==> src/rtl/gather_pkg.sv <==
// Shared constants and types for the 16-lane operand gatherer.
// The GATHER16_PINGPONG_EN build uses bank_sel_t to address lane banks A/B.
package gather_pkg;
  localparam int LANES = 16;
  localparam int CNT_W = 4;

  typedef enum logic {
    FILL = 1'b0,
    HOLD = 1'b1
  } state_t;

  // 0 selects bank A, 1 selects bank B
  typedef logic bank_sel_t;
endpackage

==> src/rtl/gather_bank.sv <==
// One bank of 16 lane registers, written one lane at a time and read as a flat bus.
module gather_bank
  import gather_pkg::*;
#(
  parameter int w1 = 21
) (
  input  logic                  clk,
  input  logic                  rst_n,
  input  logic                  we,
  input  logic [CNT_W-1:0]      idx,
  input  logic [w1-1:0]         data,
  output logic [LANES*w1-1:0]   bus
);
  logic [w1-1:0] lane_q [LANES];

  always_ff @(posedge clk or negedge rst_n) begin
    if (!rst_n) begin
      for (int k = 0; k < LANES; k++) lane_q[k] <= '0;
    end else if (we) begin
      lane_q[idx] <= data;
    end
  end

  always_comb begin
    bus = '0;
    for (int k = 0; k < LANES; k++) bus[k*w1 +: w1] = lane_q[k];
  end
endmodule

==> src/rtl/gather_16.sv <==
// Serial-to-parallel gatherer: 16 accepted beats become one parallel group.
// Define GATHER16_PINGPONG_EN for a two-bank build that fills one bank while the other is held.
// Handshakes: a transfer happens on a rising edge where valid && ready; valid is never
// withdrawn before the transfer and the payload is stable while valid is high.
module gather_16
  import gather_pkg::*;
#(
  parameter int w1 = 21
) (
  input  logic                  clk,
  input  logic                  rst_n,
  input  logic                  in_valid,
  output logic                  in_ready,
  input  logic [w1-1:0]         in_data,
  input  logic                  in_last,
  output logic                  out_valid,
  input  logic                  out_ready,
  output logic [LANES*w1-1:0]   out_bus,
  output logic                  err
);
  localparam logic [CNT_W-1:0] LAST_IDX = CNT_W'(LANES - 1);

  logic [CNT_W-1:0] cnt_q;
  logic             in_ready_q;
  logic             out_valid_q;
  logic             err_q;
  logic             accept;
  logic             early;
  logic             complete;
  logic             wr_en;
  logic             consume;

  assign accept   = in_valid && in_ready_q;
  assign early    = accept && in_last && (cnt_q != LAST_IDX);
  assign complete = accept && (cnt_q == LAST_IDX);
  // An early-last beat is dropped along with the rest of its partial group.
  assign wr_en    = accept && !early;
  assign consume  = out_valid_q && out_ready;

  always_ff @(posedge clk or negedge rst_n) begin
    if (!rst_n) begin
      cnt_q <= '0;
      err_q <= 1'b0;
    end else begin
      err_q <= early || (complete && !in_last);
      if (early || complete) cnt_q <= '0;
      else if (accept)       cnt_q <= cnt_q + 1'b1;
    end
  end

`ifdef GATHER16_PINGPONG_EN
  bank_sel_t             wr_sel_q;
  bank_sel_t             rd_sel_q;
  bank_sel_t             rd_sel_d;
  logic [1:0]            full_q;
  logic [1:0]            full_d;
  logic [LANES*w1-1:0]   bus_a;
  logic [LANES*w1-1:0]   bus_b;

  always_comb begin
    full_d = full_q;
    if (consume)  full_d[rd_sel_q] = 1'b0;
    if (complete) full_d[wr_sel_q] = 1'b1;
    rd_sel_d = consume ? ~rd_sel_q : rd_sel_q;
  end

  always_ff @(posedge clk or negedge rst_n) begin
    if (!rst_n) begin
      full_q      <= '0;
      wr_sel_q    <= 1'b0;
      rd_sel_q    <= 1'b0;
      out_valid_q <= 1'b0;
      in_ready_q  <= 1'b0;
    end else begin
      full_q      <= full_d;
      rd_sel_q    <= rd_sel_d;
      if (complete) wr_sel_q <= ~wr_sel_q;
      out_valid_q <= full_d[rd_sel_d];
      in_ready_q  <= !(&full_d);
    end
  end

  gather_bank #(.w1(w1)) u_bank_a (
    .clk(clk), .rst_n(rst_n), .we(wr_en && (wr_sel_q == 1'b0)),
    .idx(cnt_q), .data(in_data), .bus(bus_a)
  );
  gather_bank #(.w1(w1)) u_bank_b (
    .clk(clk), .rst_n(rst_n), .we(wr_en && (wr_sel_q == 1'b1)),
    .idx(cnt_q), .data(in_data), .bus(bus_b)
  );

  assign out_bus = rd_sel_q ? bus_b : bus_a;
`else
  state_t state_q;
  state_t state_d;

  always_comb begin
    state_d = state_q;
    case (state_q)
      FILL:    if (complete) state_d = HOLD;
      HOLD:    if (consume)  state_d = FILL;
      default: state_d = FILL;
    endcase
  end

  always_ff @(posedge clk or negedge rst_n) begin
    if (!rst_n) begin
      state_q     <= FILL;
      out_valid_q <= 1'b0;
      in_ready_q  <= 1'b0;
    end else begin
      state_q     <= state_d;
      out_valid_q <= (state_d == HOLD);
      in_ready_q  <= (state_d == FILL);
    end
  end

  gather_bank #(.w1(w1)) u_bank (
    .clk(clk), .rst_n(rst_n), .we(wr_en),
    .idx(cnt_q), .data(in_data), .bus(out_bus)
  );
`endif

  assign in_ready  = in_ready_q;
  assign out_valid = out_valid_q;
  assign err       = err_q;
endmodule

==> config.mk <==
export PLATFORM = sky130hd
export DESIGN_NAME = gather_16
export DESIGN_NICKNAME = d
export VERILOG_FILES = /design/src/rtl/gather_pkg.sv /design/src/rtl/gather_bank.sv /design/src/rtl/gather_16.sv
export SDC_FILE = /design/constraint.sdc
export NUM_CORES = 1
export LEC_CHECK = 0
export ABC_AREA = 0
export BUFFER_PORTS_ARGS = -buffer_cell sky130_fd_sc_hd__buf_4
export CAP_MARGIN = 20
export CORE_ASPECT_RATIO = 1.25
export CORE_MARGIN = 5
export CORE_UTILIZATION = 48
export CTS_CLUSTER_SIZE = 20
export DETAILED_ROUTE_END_ITERATION = 12
export PLACE_DENSITY = 0.74
export SYNTH_ARGS = -nofsm -noshare
export SYNTH_HDL_FRONTEND = slang
export SYNTH_HIERARCHICAL = 1
export SYNTH_SLANG_ARGS = --single-unit
==> constraint.sdc <==
create_clock -name clk -period 5.2 [get_ports clk]
set_clock_uncertainty 0.05 [all_clocks]
set_input_delay 0.26 -clock clk [delete_from_list [all_inputs] [get_ports clk]]
set_output_delay 0.26 -clock clk [all_outputs]
set_load 0.02 [all_outputs]
==> results.sh, run 1 <==
export IMPL_status="complete, no violations"
export IMPL_clk_path_buf_depth=3
export IMPL_report_final_slew_viol_count=0
export IMPL_rsz0062_at_grt="false"
export IMPL_diodes=0
export IMPL_vias_per_cell=5.264
export IMPL_cap_violations=0
export IMPL_hold_violations=0
export IMPL_yosysWarnings=6
export IMPL_synth_ff_type="dfrtp_1"
export IMPL_fin_area_um2=17340
export IMPL_start_kind="register"
export IMPL_p_comb_share_pct=30.6
export IMPL_overflow=0
export IMPL_layout_commonest_cell="buf_4"
export IMPL_die_h_um=194.6
export IMPL_ys_seq_area_share_pct=65.61
export IMPL_ys_async_sr_fraction_pct=100.0
export IMPL_relSlewSlack_pct=26.12
export IMPL_portBuffers=364
export IMPL_ant_nets=0
export IMPL_first_pass_iters=4
export IMPL_worstSetupEndpointType="register"
export IMPL_fmax_mhz=324.1
export IMPL_powerDensity_nw_per_um2=509.1
export IMPL_hold_slack_ps=77.32
export IMPL_ys_seq_elements=343
export IMPL_die_area_um2=30670
export IMPL_core_area_um2=26830
export IMPL_slowest_stage="nor2b_2"
export IMPL_critPathRequiredTime_ps=5520
export IMPL_layout_drive_gt1_share_pct=67.07
export IMPL_cts_sinks=343
export IMPL_io_pins=365
export IMPL_antenna_found_initial=0
export IMPL_worstPathArrival_ps=3410
export IMPL_syn_avg_cell_area_um2=16.77
export IMPL_track_usage_pct=22.26
export IMPL_grt_max_degree=148
export IMPL_power_switching_uw=2753
export IMPL_start_util_pct=48.76
export IMPL_mostFrequentLayoutCells="370 x buf_4, 343 x dfrtp_1, 296 x mux2_2"
export IMPL_min_period_ps=3086
export IMPL_gp_congestion=0.7783
export IMPL_layout_nets=1169
export IMPL_drt_iter0_drc=250
export IMPL_power_leakage_uw=0.009173
export IMPL_clockRootBuffer="clkbuf_16"
export IMPL_post_cts_buffers=0
export IMPL_internal_power_uw=6076
export IMPL_clkSlewWorstSetupHoldPaths_ps=60
export IMPL_hold_path_class="primary input to register"
export IMPL_row_count=67
export IMPL_synth_edf_count=0
export IMPL_critPathKind="register to register"
export IMPL_dpl_hpwl_mm=23.87
export IMPL_period_share_pct=59.34
export IMPL_placed_area_um2=16110
export IMPL_synth_cell_types=27
export IMPL_crit_path_cell_trace="ha_1, nand3_2, a21oi_1, nor3b_2, nor2b_2, mux2_2"
export IMPL_syn_instance_count=780
export IMPL_grt_pass1_wl_mm=52.99
export IMPL_clk_insertion_delay_late_ps=500
export IMPL_critical_path_max_stage_delay_ps=910
export IMPL_fin_tns_setup_ps=0
export IMPL_finalSetupViolCount=0
export IMPL_syn_nets=807
export IMPL_clockPowerShare_pct=28.2
export IMPL_grt_pass1_vias=8512
export IMPL_swShare_pct=31.19
export IMPL_seq_power_share_pct=41.1
export IMPL_die_x_um=157.7
export IMPL_crit_fanout=21
export IMPL_wl_per_cell_um=22.98
export IMPL_worst_slew_pin_transition_ps=1106
export IMPL_synthesis_area_um2=13080
export IMPL_ir_drop_mv=0.3816
export IMPL_vias=7954
export IMPL_cts_buffers_inserted=34
export IMPL_tritoncts="yes"
export IMPL_htree_levels=2
export IMPL_routed_wl_mm=34.72
export IMPL_drc=0
export IMPL_area_delta_synth_final_pct=32.59
[through the flow]
step	worst slack, ps	std cells	power [µW]	util [%]
after floorplan	2897	780	5045	-
after global placement	2250	1445	6331	60.06
after detailed placement	2106	1445	6402	60.06
after CTS	2103	1507	8934	64.43
after global routing	1902	1511	9222	64.65
final	2114	1511	8829	64.65
[worst paths after layout]
check / slack (ps) / cells past startpoint / end / start
worst max-delay path: 2110 / 6 / u_bank/bus[69]$_DFFE_PN0P_ / cnt_q[0]$_DFFE_PN0P_
worst min-delay path: 80 / 3 / in_ready$_DFF_PN0_ / out_ready
worst max register to register: 2110 / 6 / u_bank/bus[69]$_DFFE_PN0P_ / cnt_q[0]$_DFFE_PN0P_
worst min register to register: 450 / 1 / u_bank/bus[23]$_DFFE_PN0P_ / u_bank/bus[23]$_DFFE_PN0P_
max in group asynchronous: 3620 / 3 / u_bank/bus[308]$_DFFE_PN0P_ / rst_n
min in group asynchronous: 250 / 2 / u_bank/bus[50]$_DFFE_PN0P_ / rst_n
[Yosys cell counts, drive strengths merged, types with 2 or more instances]
library cell,count,area [µm²]
a21oi,2,10.01
mux2,337,3945
nor2,11,41.29
nand3,4,25.02
or3,2,22.52
nand3b,4,30.03
buf,32,185.2
nand2b,6,37.54
clkbuf,21,78.83
dfrtp,343,8583
o21ai,2,10.01
a21o,2,15.01
nand2,5,21.27
[layout make-up]
| class | instances | area, µm² |
|---|---|---|
| Fill cell | 1988 | 9482 |
| Sequential cell | 343 | 8583 |
| Tap cell | 345 | 431.7 |
| Clock inverter | 8 | 90.09 |
| Timing Repair Buffer | 379 | 2913 |
| Multi-Input combinational cell | 383 | 4260 |
| Inverter | 1 | 3.754 |
| Clock buffer | 52 | 1062 |
[cells by family (layout without fill, tap and decap cells)]
logic type | Yosys count | in the layout | share of synthesized area, %
compound gates | 8 | 8 | 0.4017
xor+xnor | 1 | 1 | 0.06697
fa+ha+maj | 1 | 1 | 0.09563
buf+inv | 54 | 440 | 2.047
flops | 343 | 343 | 65.61
mux | 337 | 337 | 30.16
simple gates | 36 | 36 | 1.617
[power groups by stage]
stage          Sequential [µW]  Combinational (µW)  Clock (µW)
2_1_floorplan             4380                 669           0
3_3_place_gp              3640                2690           0
3_5_place_dp              3670                2730           0
4_1_cts                   3630                2740        2560
5_1_grt                   3710                2840        2670
6_report                  3630                2700        2490
[critical path: cells and delay by family, from the launching register on]
kind                       cells  cell delay [ps]
AOI/OAI and AO/OA              1              310
adders and majority gates      1              280
DFF                            1              530
muxes                          1              420
and+or+nand+nor                3             1360
[state kept, by name (all words and copies together), names as in the netlist]
name	flops
u_bank/bus	336
state_q	1
in_ready	1
cnt_q	4
err	1
[layer usage]
layer	vias up	part of all wire (%)	GRT usage, %	routed length [µm]
li1	3467	-	-	-
met1	4149	38	27.20	13170
met2	286	51	37.91	17610
met3	52	8.7	6.986	3028
met4	0	2.6	6.312	913
met5	-	0	0	0
[what timing repair did]
item	in CTS	in global routing
resized for setup	0	0
hold buffers	2	0
endpoints found under the hold margin	73	0
endpoints found under the setup margin	0	0
Note: power is estimated with default switching activity, not from simulation.
==> run 2: changes to the inputs <==
- ABC_AREA: 0 -> 1
- PLACE_DENSITY: 0.74 -> 0.76
- clock period: 5.2 -> 2.75 ns (I/O delays scaled with it)
==> run 2 against run 1 <==
Die area up 8.7%; maximum frequency up 32%; worst hold slack worse by 12 ps; sequential power up 85%; first-iteration DRC count rose to 5.2 times the previous value; final area up 8.2%; critical endpoint is now u_bank/bus[309]$_DFFE_PN0P_; largest cell class unchanged.
==> results.sh, run 2 <==
export IMPL_synth_xor_area_share_pct=0
export IMPL_synth_edf_count=0
export IMPL_hold_depth=4
export IMPL_synthMuxAreaShare_pct=0
export IMPL_hold_slack_ps=65.71
export IMPL_core_area_um2=29340
export IMPL_antenna_found_initial=0
export IMPL_power_leakage_uw=0.01033
export IMPL_die_x_um=164.3
export IMPL_r2r_end="u_bank/bus[309]$_DFFE_PN0P_"
export IMPL_synth_cell_types=18
export IMPL_ys_async_sr_fraction_pct=100.0
export IMPL_fin_area_um2=18760
export IMPL_fmax_mhz=428.6
export IMPL_min_period_ps=2333
export IMPL_tritoncts="yes"
export IMPL_grt_max_degree=93
export IMPL_portBuffers=364
export IMPL_synth_most_common_cell="nand2_1"
export IMPL_yosysTopAreaCell="dfrtp_1"
export IMPL_largest_register_ff_count=336
export IMPL_worstPathArrival_ps=2680
export IMPL_htree_levels=2
export IMPL_relSlewSlack_pct=55.54
export IMPL_layout_nets=2013
export IMPL_track_usage_pct=28.37
export IMPL_cap_violations=0
export IMPL_critPathKind="register to register"
export IMPL_placed_area_um2=17390
export IMPL_dpl_hpwl_mm=32.09
export IMPL_cts_sinks=343
export IMPL_layout_commonest_cell="nand2_1"
export IMPL_area_delta_synth_final_pct=31.30
export IMPL_hold_violations=0
export IMPL_crit_fanout=21
export IMPL_worst_slew_pin_transition_ps=666.9
export IMPL_cp_num_buf_inv=1
export IMPL_ant_nets=0
export IMPL_gp_congestion=0.8466
export IMPL_ys_seq_elements=343
export IMPL_first_pass_iters=5
export IMPL_routed_wl_mm=48.27
export IMPL_vias_per_cell=5.343
export IMPL_synth_top_area_share_pct=60.08
export IMPL_start_util_pct=48.70
export IMPL_report_final_slew_viol_count=0
export IMPL_rrSetupSlack_ps=420
export IMPL_synth_compound_area_share_pct=4.633
export IMPL_synthTopCellsByArea="dfrtp_1 60%, nand2_1 22%, nand4_1 5.6%"
export IMPL_die_h_um=202.9
export IMPL_die_area_um2=33340
export IMPL_ys_seq_area_share_pct=60.08
export IMPL_cts_buffers_inserted=34
export IMPL_critical_path_top_delay_family="simple AND/OR/NAND/NOR gates"
export IMPL_vias=12860
export IMPL_clk_path_buf_depth=3
export IMPL_syn_instance_count=1659
export IMPL_start_kind="register"
export IMPL_hold_end="cnt_q[1]$_DFFE_PN0P_"
export IMPL_overflow=0
export IMPL_pre_cts_ws_ps=185.7
export IMPL_mostFrequentLayoutCells="817 x nand2_1, 406 x buf_4, 343 x dfrtp_1"
export IMPL_final_setup_worst_slack_ps=416.7
export IMPL_synthTopCellsByCount="821 x nand2_1, 343 x dfrtp_1, 128 x nand4_1, 95 x inv_1, 85 x o21bai_1"
export IMPL_worstSetupEndpointType="register"
export IMPL_synthesis_area_um2=14290
export IMPL_yosys_area_share_simple_pct=28.38
export IMPL_wl_per_cell_um=20.05
export IMPL_hold_path_class="primary input to register"
export IMPL_fillers=2371
export IMPL_rr_worst_depth=7
export IMPL_yosysWarnings=6
export IMPL_io_pins=365
export IMPL_grt_pass1_wl_mm=74.36
export IMPL_grt_pass1_vias=12830
export IMPL_cp_common_cell="nand2_1"
export IMPL_syn_avg_cell_area_um2=8.612
export IMPL_ir_drop_mv=0.4850
export IMPL_row_count=70
export IMPL_layout_drive_gt1_share_pct=24.22
export IMPL_drt_iter0_drc=1301
export IMPL_finalSetupViolCount=0
export IMPL_synth_fa_ha_area_share_pct=0.08757
export IMPL_period_share_pct=84.85
export IMPL_crit_path_cell_trace="nand3_2, a21oi_4, nand3_1, inv_1, nand2_2, nand2_1, nand2_1"
export IMPL_drc=0
export IMPL_clk_insertion_delay_late_ps=510
export IMPL_powerDensity_nw_per_um2=866.8
export IMPL_fin_tns_setup_ps=0
export IMPL_critical_path_max_stage_delay_ps=580
export IMPL_synth_top_family_by_area="simple AND/OR/NAND/NOR gates"
export IMPL_worstReg2RegStart="cnt_q[2]$_DFFE_PN0P_"
export IMPL_critPathRequiredTime_ps=3100
export IMPL_slowest_stage="dfrtp_1"
export IMPL_diodes=0
export IMPL_syn_nets=1686
export IMPL_synth_ff_type="dfrtp_1"
export IMPL_hold_start="in_valid"
export IMPL_clockRootBuffer="clkbuf_16"
export IMPL_clkSlewWorstSetupHoldPaths_ps=60
export IMPL_status="complete, no violations"
export IMPL_rsz0062_at_grt="false"
[run 2: cell count changes in the layout (fill, tap and decap cells not counted), sizes merged, moves of 4 or more]
cell,previous run,this run
dlygate4sd3,2,24
inv,1,97
nand2,5,821
nand3b,4,0
buf,377,412
nand3,4,15
nand4,0,128
mux2,337,0
nand2b,6,0
nor2,11,20
o21bai,0,85
[run 2: cells by family (layout without fill, tap and decap cells)]
| group | count (synthesis) | in the layout |
|---|---|---|
| AO/OA/AOI/OAI | 89 | 89 |
| adder cells (fa/ha/maj) | 1 | 1 |
| AND/OR/NAND/NOR | 984 | 984 |
| buffers and inverters | 242 | 594 |
| flip-flops | 343 | 343 |
[run 2: how the worst max path moves through the flow]
stage / from / endpoint / depth (start not counted)
after floorplan: cnt_q[1]$_DFFE_PN0P_ / u_bank/bus[0]$_DFFE_PN0P_ / 9
after global placement: cnt_q[2]$_DFFE_PN0P_ / u_bank/bus[299]$_DFFE_PN0P_ / 7
after detailed placement: cnt_q[2]$_DFFE_PN0P_ / u_bank/bus[309]$_DFFE_PN0P_ / 7
after CTS: cnt_q[2]$_DFFE_PN0P_ / u_bank/bus[309]$_DFFE_PN0P_ / 7
after global routing: cnt_q[2]$_DFFE_PN0P_ / u_bank/bus[298]$_DFFE_PN0P_ / 7
final: cnt_q[2]$_DFFE_PN0P_ / u_bank/bus[309]$_DFFE_PN0P_ / 7
[run 2: per-layer routing]
metal	vias to the layer above	track usage (%)	wire length [µm]
met2	650	46.88	24040
met4	0	14.35	2453
li1	5814	-	-
met1	6256	34.96	17450
met3	140	6.274	4324
met5	-	0	0
[run 2: timing repair]
item	4_1_cts	5_1_grt
hold buffers	24	0
gates resized for setup	0	2
endpoints found under the hold margin	384	0
endpoints found under the setup margin	0	42
buffers inserted	0	0
[run 2: tightest hold or removal path, delay by kind of cell]
| kind | cells | cell delay (ps) |
|---|---|---|
| AND/OR/NAND/NOR | 3 | 360 |
| buffers and inverters | 1 | 80 |
[run 2: through the flow]
step	instances	utilization [%]	power [µW]
finish	2407	63.94	16260
floorplan	1659	-	9112
global route	2407	63.94	16970
global placement	2322	59.26	11450
CTS	2407	63.92	16320
detailed placement	2322	59.26	11580
[run 2: final cells by class]
type	instances	area (µm²)	share of cell area, %
timing repair buffer	436	3403	18.14
sequential	343	8583	45.75
inverter	97	364.1	1.941
clock inverter	9	95.09	0.5069
multi-input combinational	1074	4786	25.51
clock buffer	52	1032	5.503
tap	396	495.5	2.641
[run 2: power breakdown]
part / internal, µW / total [µW] / switching, µW
Clock: 2780 / 4710 / 1930
Combinational: 1860 / 4820 / 2970
Sequential: 6040 / 6730 / 687
Total: 10700 / 16300 / 5580
